`src/rtl/div_result_bcd.sv`:
```
// Result stage of the 8-bit divider: captures one quotient/remainder pair and converts
// both to packed BCD with a bit-serial double-dabble engine behind a valid/ready interface.
module div_result_bcd #(
    parameter int W   = 8,
    parameter int DIG = 3
) (
    input  logic             clk,
    input  logic             rst_n,
    input  logic             i_in_valid,
    output logic             o_in_ready,
    input  logic [W-1:0]     i_quo,
    input  logic [W-1:0]     i_rem,
    input  logic             i_div_zero,
    output logic             o_out_valid,
    input  logic             i_out_ready,
    output logic [4*DIG-1:0] o_quo_bcd,
    output logic [4*DIG-1:0] o_rem_bcd,
    output logic             o_out_err
);

    localparam int              CW   = $clog2(W + 1);
    localparam logic [CW-1:0]   LAST = CW'(W - 1);
    localparam int              BW   = 4 * DIG;

    typedef enum logic [1:0] {
        IDLE,
        CONV,
        DONE
    } state_t;

    state_t          r_state;
    state_t          w_next;
    logic [W-1:0]    r_quoBin;
    logic [W-1:0]    r_remBin;
    logic [BW-1:0]   r_quoBcd;
    logic [BW-1:0]   r_remBcd;
    logic [CW-1:0]   r_cnt;
    logic            r_err;

    // One double-dabble step: correct every digit >=5 by +3, then shift {bcd,bin} left.
    function automatic logic [BW+W-1:0] convStep(input logic [BW-1:0] bcd,
                                                 input logic [W-1:0]  bin);
        logic [BW-1:0]   adj;
        logic [BW+W-1:0] cat;
        adj = bcd;
        for (int d = 0; d < DIG; d++) begin
            if (bcd[4*d +: 4] >= 4'd5) begin
                adj[4*d +: 4] = bcd[4*d +: 4] + 4'd3;
            end
        end
        cat = {adj, bin};
        return cat << 1;
    endfunction

    always_ff @(posedge clk or negedge rst_n) begin
        if (!rst_n) begin
            r_state <= IDLE;
        end else begin
            r_state <= w_next;
        end
    end

    always_comb begin
        w_next = r_state;
        case (r_state)
            IDLE: begin
                if (i_in_valid) begin
                    w_next = i_div_zero ? DONE : CONV;
                end
            end
            CONV: begin
                if (r_cnt == LAST) begin
                    w_next = DONE;
                end
            end
            DONE: begin
                if (i_out_ready) begin
                    w_next = IDLE;
                end
            end
            default: w_next = IDLE;
        endcase
    end

    // Divide-by-zero skips conversion, so the cleared accumulators become the zero result.
    always_ff @(posedge clk or negedge rst_n) begin
        if (!rst_n) begin
            r_quoBin <= '0;
            r_remBin <= '0;
            r_quoBcd <= '0;
            r_remBcd <= '0;
            r_cnt    <= '0;
            r_err    <= 1'b0;
        end else begin
            case (r_state)
                IDLE: begin
                    if (i_in_valid) begin
                        r_quoBin <= i_quo;
                        r_remBin <= i_rem;
                        r_quoBcd <= '0;
                        r_remBcd <= '0;
                        r_cnt    <= '0;
                        r_err    <= i_div_zero;
                    end
                end
                CONV: begin
                    {r_quoBcd, r_quoBin} <= convStep(r_quoBcd, r_quoBin);
                    {r_remBcd, r_remBin} <= convStep(r_remBcd, r_remBin);
                    r_cnt                <= r_cnt + CW'(1);
                end
                default: begin
                end
            endcase
        end
    end

    assign o_in_ready  = (r_state == IDLE);
    assign o_out_valid = (r_state == DONE);
    assign o_quo_bcd   = r_quoBcd;
    assign o_rem_bcd   = r_remBcd;
    assign o_out_err   = r_err;

endmodule

```
`config.mk`:
```
export PLATFORM = sky130hd
export DESIGN_NAME = div_result_bcd
export DESIGN_NICKNAME = d
export VERILOG_FILES = /design/src/rtl/div_result_bcd.sv
export SDC_FILE = /design/constraint.sdc
export NUM_CORES = 1
export LEC_CHECK = 0
export BUFFER_PORTS_ARGS = -buffer_cell sky130_fd_sc_hd__buf_2
export CAP_MARGIN = 20
export CORE_MARGIN = 2
export CORE_UTILIZATION = 45
export DETAILED_ROUTE_END_ITERATION = 7
export PLACE_DENSITY = 0.67
export SYNTH_ARGS = -nofsm -noshare
export SYNTH_HDL_FRONTEND = slang
export SYNTH_SLANG_ARGS = --single-unit
```
`constraint.sdc`:
```
create_clock -name clk -period 2.1 [get_ports clk]
set_input_delay 0.21 -clock clk [delete_from_list [all_inputs] [get_ports clk]]
set_output_delay 0.21 -clock clk [all_outputs]
set_load 0.005 [all_outputs]
```
Word level (Yosys, flattened, before mapping)
Cells that the tools add are included.
{"block": "word_totals", "elab_cells": 51, "in_bits": 21, "ff_bits": 47, "output_inout_bits": 27}
{"block": "classes", "n_addsub": 7, "n_eq_ne": 6, "n_lt_le_gt_ge": 6, "n_reduce_logical": 5, "muxes": 20}
{"op": "$pmux 12 s2", "n": 2}
{"op": "$pmux 8 s2", "n": 2}
{"op": "$ge 4x3->1 const B", "n": 6}
{"op": "$mux 4", "n": 5}
{"op": "$add 4x2->4 const B", "n": 4}
{"op": "$mux 8", "n": 2}
{"op": "$mux 12", "n": 1}
{"op": "$mux 2", "n": 4}
{"op": "$pmux 4 s2", "n": 1}
{"op": "$add 3x2->3 const B", "n": 2}
{"op": "$mux 3", "n": 2}
{"op": "$pmux 2 s3", "n": 1}
{"op": "$add 4x1->4 const B", "n": 1}
{"op": "$eq 4x3->1 const B", "n": 1}
{"op": "$ne 2x2->1 const B", "n": 2}
{"op": "$reduce_and 2->1", "n": 2}
{"op": "$reduce_and 3->1", "n": 1}
{"op": "$eq 2x1->1 const B", "n": 1}
{"op": "$eq 2x2->1 const B", "n": 1}
{"op": "$logic_not 2->1", "n": 1}
{"op": "$ne 2x1->1 const B", "n": 1}
{"op": "$reduce_bool 2->1", "n": 1}

Longest topological paths before layout
{"block": "logic_depth", "word_depth": 3, "ltp_mapped": 6, "ltp_nobuf": 5}

Worst setup path after synthesis
No wires, ideal clock.
{"block": "synth_timing", "path_kind": "register to register", "startpoint": "register r_quoBcd[4] (netlist: o_quo_bcd[4])", "endpoint": "register r_quoBcd[6] (netlist: o_quo_bcd[6])", "setup_ns": 0.116, "required_time_ns": 1.984, "stages_incl_launch_ff": 6, "t_arrival_ns": 1.245, "synth_period_minus_slack_ns": 1.361, "path_slack_ns": 0.739, "path_cell_list": "dfrtp_1 inv_1 ha_1 nor2b_1 o21a_1 o311ai_0"}
{"block": "synth_via", "elab_chain_len": 3, "word_cells_on_any_way": 4, "cone_classes": "add/sub (1); order compare (1); mux (2)"}
{"item": "start, declared", "line_no": "35", "rtl": "logic [BW-1:0] r_quoBcd;"}
{"item": "start signal, assigned", "line_no": "107", "rtl": "{r_quoBcd, r_quoBin} <= convStep(r_quoBcd, r_quoBin);"}
{"item": "$add 4x2->4 or $ge 4x3->1 (tied branches)", "line_no": "48, 47"}
{"item": "$mux 4 *", "line_no": "47", "rtl": "if (bcd[4*d +: 4] >= 4'd5) begin"}
{"item": "$pmux 12 s2 *", "line_no": "95", "rtl": "case (r_state)"}
Every way passes the cells marked *; elsewhere a longest branch is shown, timed or not.
A chain may end at the register's enable or synchronous reset.

Worst setup path after layout
{"block": "layout_timing", "startpoint": "register r_state[1]", "endpoint": "register r_remBin[3]"}
{"block": "layout_via", "elab_chain_len": 3, "word_cells_on_any_way": 6, "cone_classes": "eq/ne (2); mux (1); reduce/logical (3)"}
{"item": "start, declared", "line_no": "31", "rtl": "state_t r_state;"}
{"item": "start signal, assigned", "line_no": "59", "rtl": "r_state <= w_next;"}
{"item": "$eq 2x1->1 or $logic_not 2->1 (tied branches)", "line_no": "95"}
{"item": "$reduce_bool 2->1 (no line) or $ne 2x2->1 (tied branches)"}
{"item": "$reduce_and 2->1 (no line)"}
{"item": "end signal, assigned", "line_no": "99", "rtl": "r_remBin <= i_rem;"}
{"item": "end signal, assigned", "line_no": "108", "rtl": "{r_remBcd, r_remBin} <= convStep(r_remBcd, r_remBin);"}
{"item": "end, declared", "line_no": "34", "rtl": "logic [W-1:0] r_remBin;"}
Several ways; a longest one is shown, not always the timed one.

==> results.txt <==
----------------------------------------------------
[Outcome]
  Run status ... finished, final reports clean

[Setup path]
  CP peak stage delay ... 0.65 ns
  CP required ... 2.31 ns
  Cells traversed along the worst timing path ... o21ba_2, buf_4, nor2_1, a31oi_1
  Launch point of the worst reg-to-reg path ... r_state[1]
  Cell count of the worst reg-to-reg path ... 4
  Slowest stage cell, crit path ... o21ba_2
  End point of the critical path ... r_remBin[3]
  Critical path startpoint category ... flop
  Register-to-Register Setup Slack ... 0.39 ns
  Data arrival time of the worst path ... 1.92 ns
  Critical Path End Type ... flop
  Critical-path maximum fanout ... 24
  Reg2reg end ... r_remBin[3]
  Launching instance or port of the critical path ... r_state[1]
  Class of the most critical setup path ... reg -> reg

[Global routing]
  Number of antenna violations at the first check in global routing ... 0
  Wire length of the first global-routing pass ... 8940 µm
  Total overflow reported by the global router ... 0
  Largest net degree at the start of global routing ... 45
  Via count of the first global-routing pass ... 1991
  Total Routing Usage GR ... 17.6%

[STA]
  Fin Setup TNS ... 0 ns
  Finish-stage setup viols ... 0
  Hold violation count in the final report ... 0
  Post-layout minimum cycle time ... 1.71 ns
  Final max-slew violation count ... 0
  Fin Clk Skew ... 0.00752 ns
  Worst-case headroom to the max-slew limit ... 54.5%
  Maximum achievable frequency ... 585 MHz
  Worst Max-Slew Pin Slew ... 0.683 ns
  Unrepaired setup endpoints after global routing ... false
  Tcrit/Tclk final ... 81.4%

[Power]
  Worst vdd ir ... 789 µV
  Static leakage power ... 0.00131 µW
  Power density over the cells ... 1150 nW/µm²
  Post-route total power ... 3380 µW

[Finish]
  Area delta synth->final ... 14.1%
  Total Nets Final ... 347
  Total area of multi-input combinational cells ... 1170 µm²
  Inserted Diodes ... 0
  Total of fill cells in the finished design ... 502
  Share of layout cells above drive strength 1 ... 21.0%
  Top library cells by usage in the layout, fill and taps aside ... 47 x nand2_1, 47 x buf_2, 47 x dfrtp_1, 27 x inv_1, 16 x nor2_1
  Area used by sequential logic in the layout ... 1180 µm²
  Design Area, Final ... 2930 µm²
  Fin util ... 53.2%

[Route]
  Via density per instance ... 5.39
  Overall routed net length ... 5120 µm
  Number of search-and-repair iterations in the first detailed-routing pass ... 5
  Violation count after the first detailed-routing iteration ... 115
  Mean routed wirelength per cell ... 13.3 µm
  Remaining antenna violation count ... 0
  Vias after detailed routing ... 2079
  Number of DRC violations after detailed routing ... 0

[Placed design]
  HPWL reported at the end of detailed placement ... 3540 µm
  Placed inst area ... 2840 µm²
  Gpl congestion ... 0.803
  Number of buffers added on ports ... 47

[Yosys]
  Post-synthesis register bit count ... 47
  Number of warnings reported in the yosys synthesis log ... 0
  Cell type with the largest total area after synthesis ... dfrtp_1
  Post-synthesis cell area ... 2570 µm²
  Area fraction of the dominant cell type after synthesis ... 45.8%
  Sequential element share of the synthesized area ... 45.8%
  Mean instance size in the synthesized netlist ... 9.65 µm²
  Syn Inst Count ... 266
  Synth cell types ... 32
  Net count after synthesis ... 300
  Top area cells in the synthesized netlist ... dfrtp_1 46%, nand2_1 6.9%, ha_1 6.3%

[Flow run]
  Maxcap violations ... 0

[CTS]
  Number of buffers on the longest clock path ... 2
  # resized after CTS ... 0
  Clk_lat worst skew ... 0.29 ns
  Number of clock buffers inserted by TritonCTS ... 5
  Clock tree from TritonCTS ... done
  TritonCTS sink count ... 47
  Root Buffer Master ... clkbuf_8
  Post-CTS clock slew at the launch and capture registers of the worst setup and hold paths ... 0.08 ns
  Number of levels in the clock H-tree ... 2

[Die]
  Core Area ... 5510 µm²
  Effective utilization at floorplan ... 46.6%
  Number of top-level pins ... 48
  Chip Width ... 79.5 µm
  Die area ... 6330 µm²
  Die extent in y ... 79.5 µm
  Count of standard-cell rows ... 27

[Worst hold path]
  Worst min-delay path class ... in -> reg

----------------------------------------------------
==> critical path: cells and delay by family (launching register included) <==
family	cells	cell delay, ns
flip-flops	1	0.49
AO/OA/AOI/OAI	2	0.79
AND/OR/NAND/NOR	1	0.05
buffers and inverters	1	0.30
==> how the worst min path moves through the flow <==
stage                     startpoint            end  slack [ns]  cells past startpoint
after floorplan                rst_n      o_out_err       -0.09                      0
after global placement         rst_n  o_rem_bcd[10]        0.29                      1
after detailed placement       rst_n  o_rem_bcd[11]        0.29                      1
after CTS                   i_rem[1]    r_remBin[1]        0.15                      3
after global routing        i_rem[1]    r_remBin[1]        0.16                      3
final                       i_rem[1]    r_remBin[1]        0.16                      3
==> timing repair <==
action                                 CTS  global route
endpoints found under the hold margin   28             0
hold buffers                             1             0
setup buffers                            0             0
==> power by group <==
group	switching [µW]	internal, µW
clock	283	234
sequential	222	1170
combinational	877	594
==> routing by layer <==
metal | wire (µm) | up-vias | track usage (%)
met3 | 301 | 5 | 4.30
met5 | 0 | - | 0
li1 | - | 1045 | -
met4 | 35 | 0 | 4.14
met2 | 2290 | 64 | 28.5
met1 | 2490 | 965 | 23.9
==> state kept, by name (all words and copies together) (netlist names) <==
register,flops
r_remBin,8
o_rem_bcd,12
r_quoBin,8
r_state,2
o_out_err,1
o_quo_bcd,12
r_cnt,4
==> layout make-up <==
cell class / instances / share of cell area (%)
multi-input cells: 177 / 40.0
repair buffers: 55 / 10.6
flip-flops and latches: 47 / 40.1
well taps: 72 / 3.07
clock buffers: 7 / 2.60
clock inverters: 1 / 0.171
inverters: 27 / 3.46
==> kinds of logic (layout without fill, tap and decap cells) <==
group,count (synthesis),count (layout),synth area share (%)
XOR/XNOR,4,4,1.36
buffers and inverters,42,90,8.58
adder cells (fa/ha/maj),13,13,6.34
flip-flops,47,47,45.8
AND/OR/NAND/NOR,79,79,13.8
AO/OA/AOI/OAI,81,81,24.1
==> per-stage QoR <==
| step | hold slack (ns) | cells | worst slack, ns |
|---|---|---|---|
| floorplan | -0.0856 | 266 | 0.739 |
| global placement | 0.288 | 377 | 0.455 |
| detailed placement | 0.289 | 377 | 0.387 |
| CTS | 0.154 | 386 | 0.379 |
| global route | 0.163 | 386 | 0.241 |
| finish | 0.163 | 386 | 0.390 |
==> cell usage after synthesis <==
library cell	count
a21oi_1	3
a22o_1	3
a31oi_1	14
a32o_1	6
buf_2	5
buf_4	1
buf_6	7
clkbuf_1	2
dfrtp_1	47
ha_1	13
inv_1	27
nand2_1	47
nand2b_4	1
nand3_1	1
nand4b_1	1
nor2_1	16
nor2b_1	11
nor2b_4	1
o2111ai_1	12
o21a_1	6
o21ai_0	9
o21ai_1	3
o21ba_2	1
o21bai_2	1
o221ai_1	6
o22ai_2	1
o311ai_0	5
o311ai_1	1
o31ai_1	6
o32ai_1	4
or3b_2	1
xnor2_1	4
(Power assumes the default switching activity.)
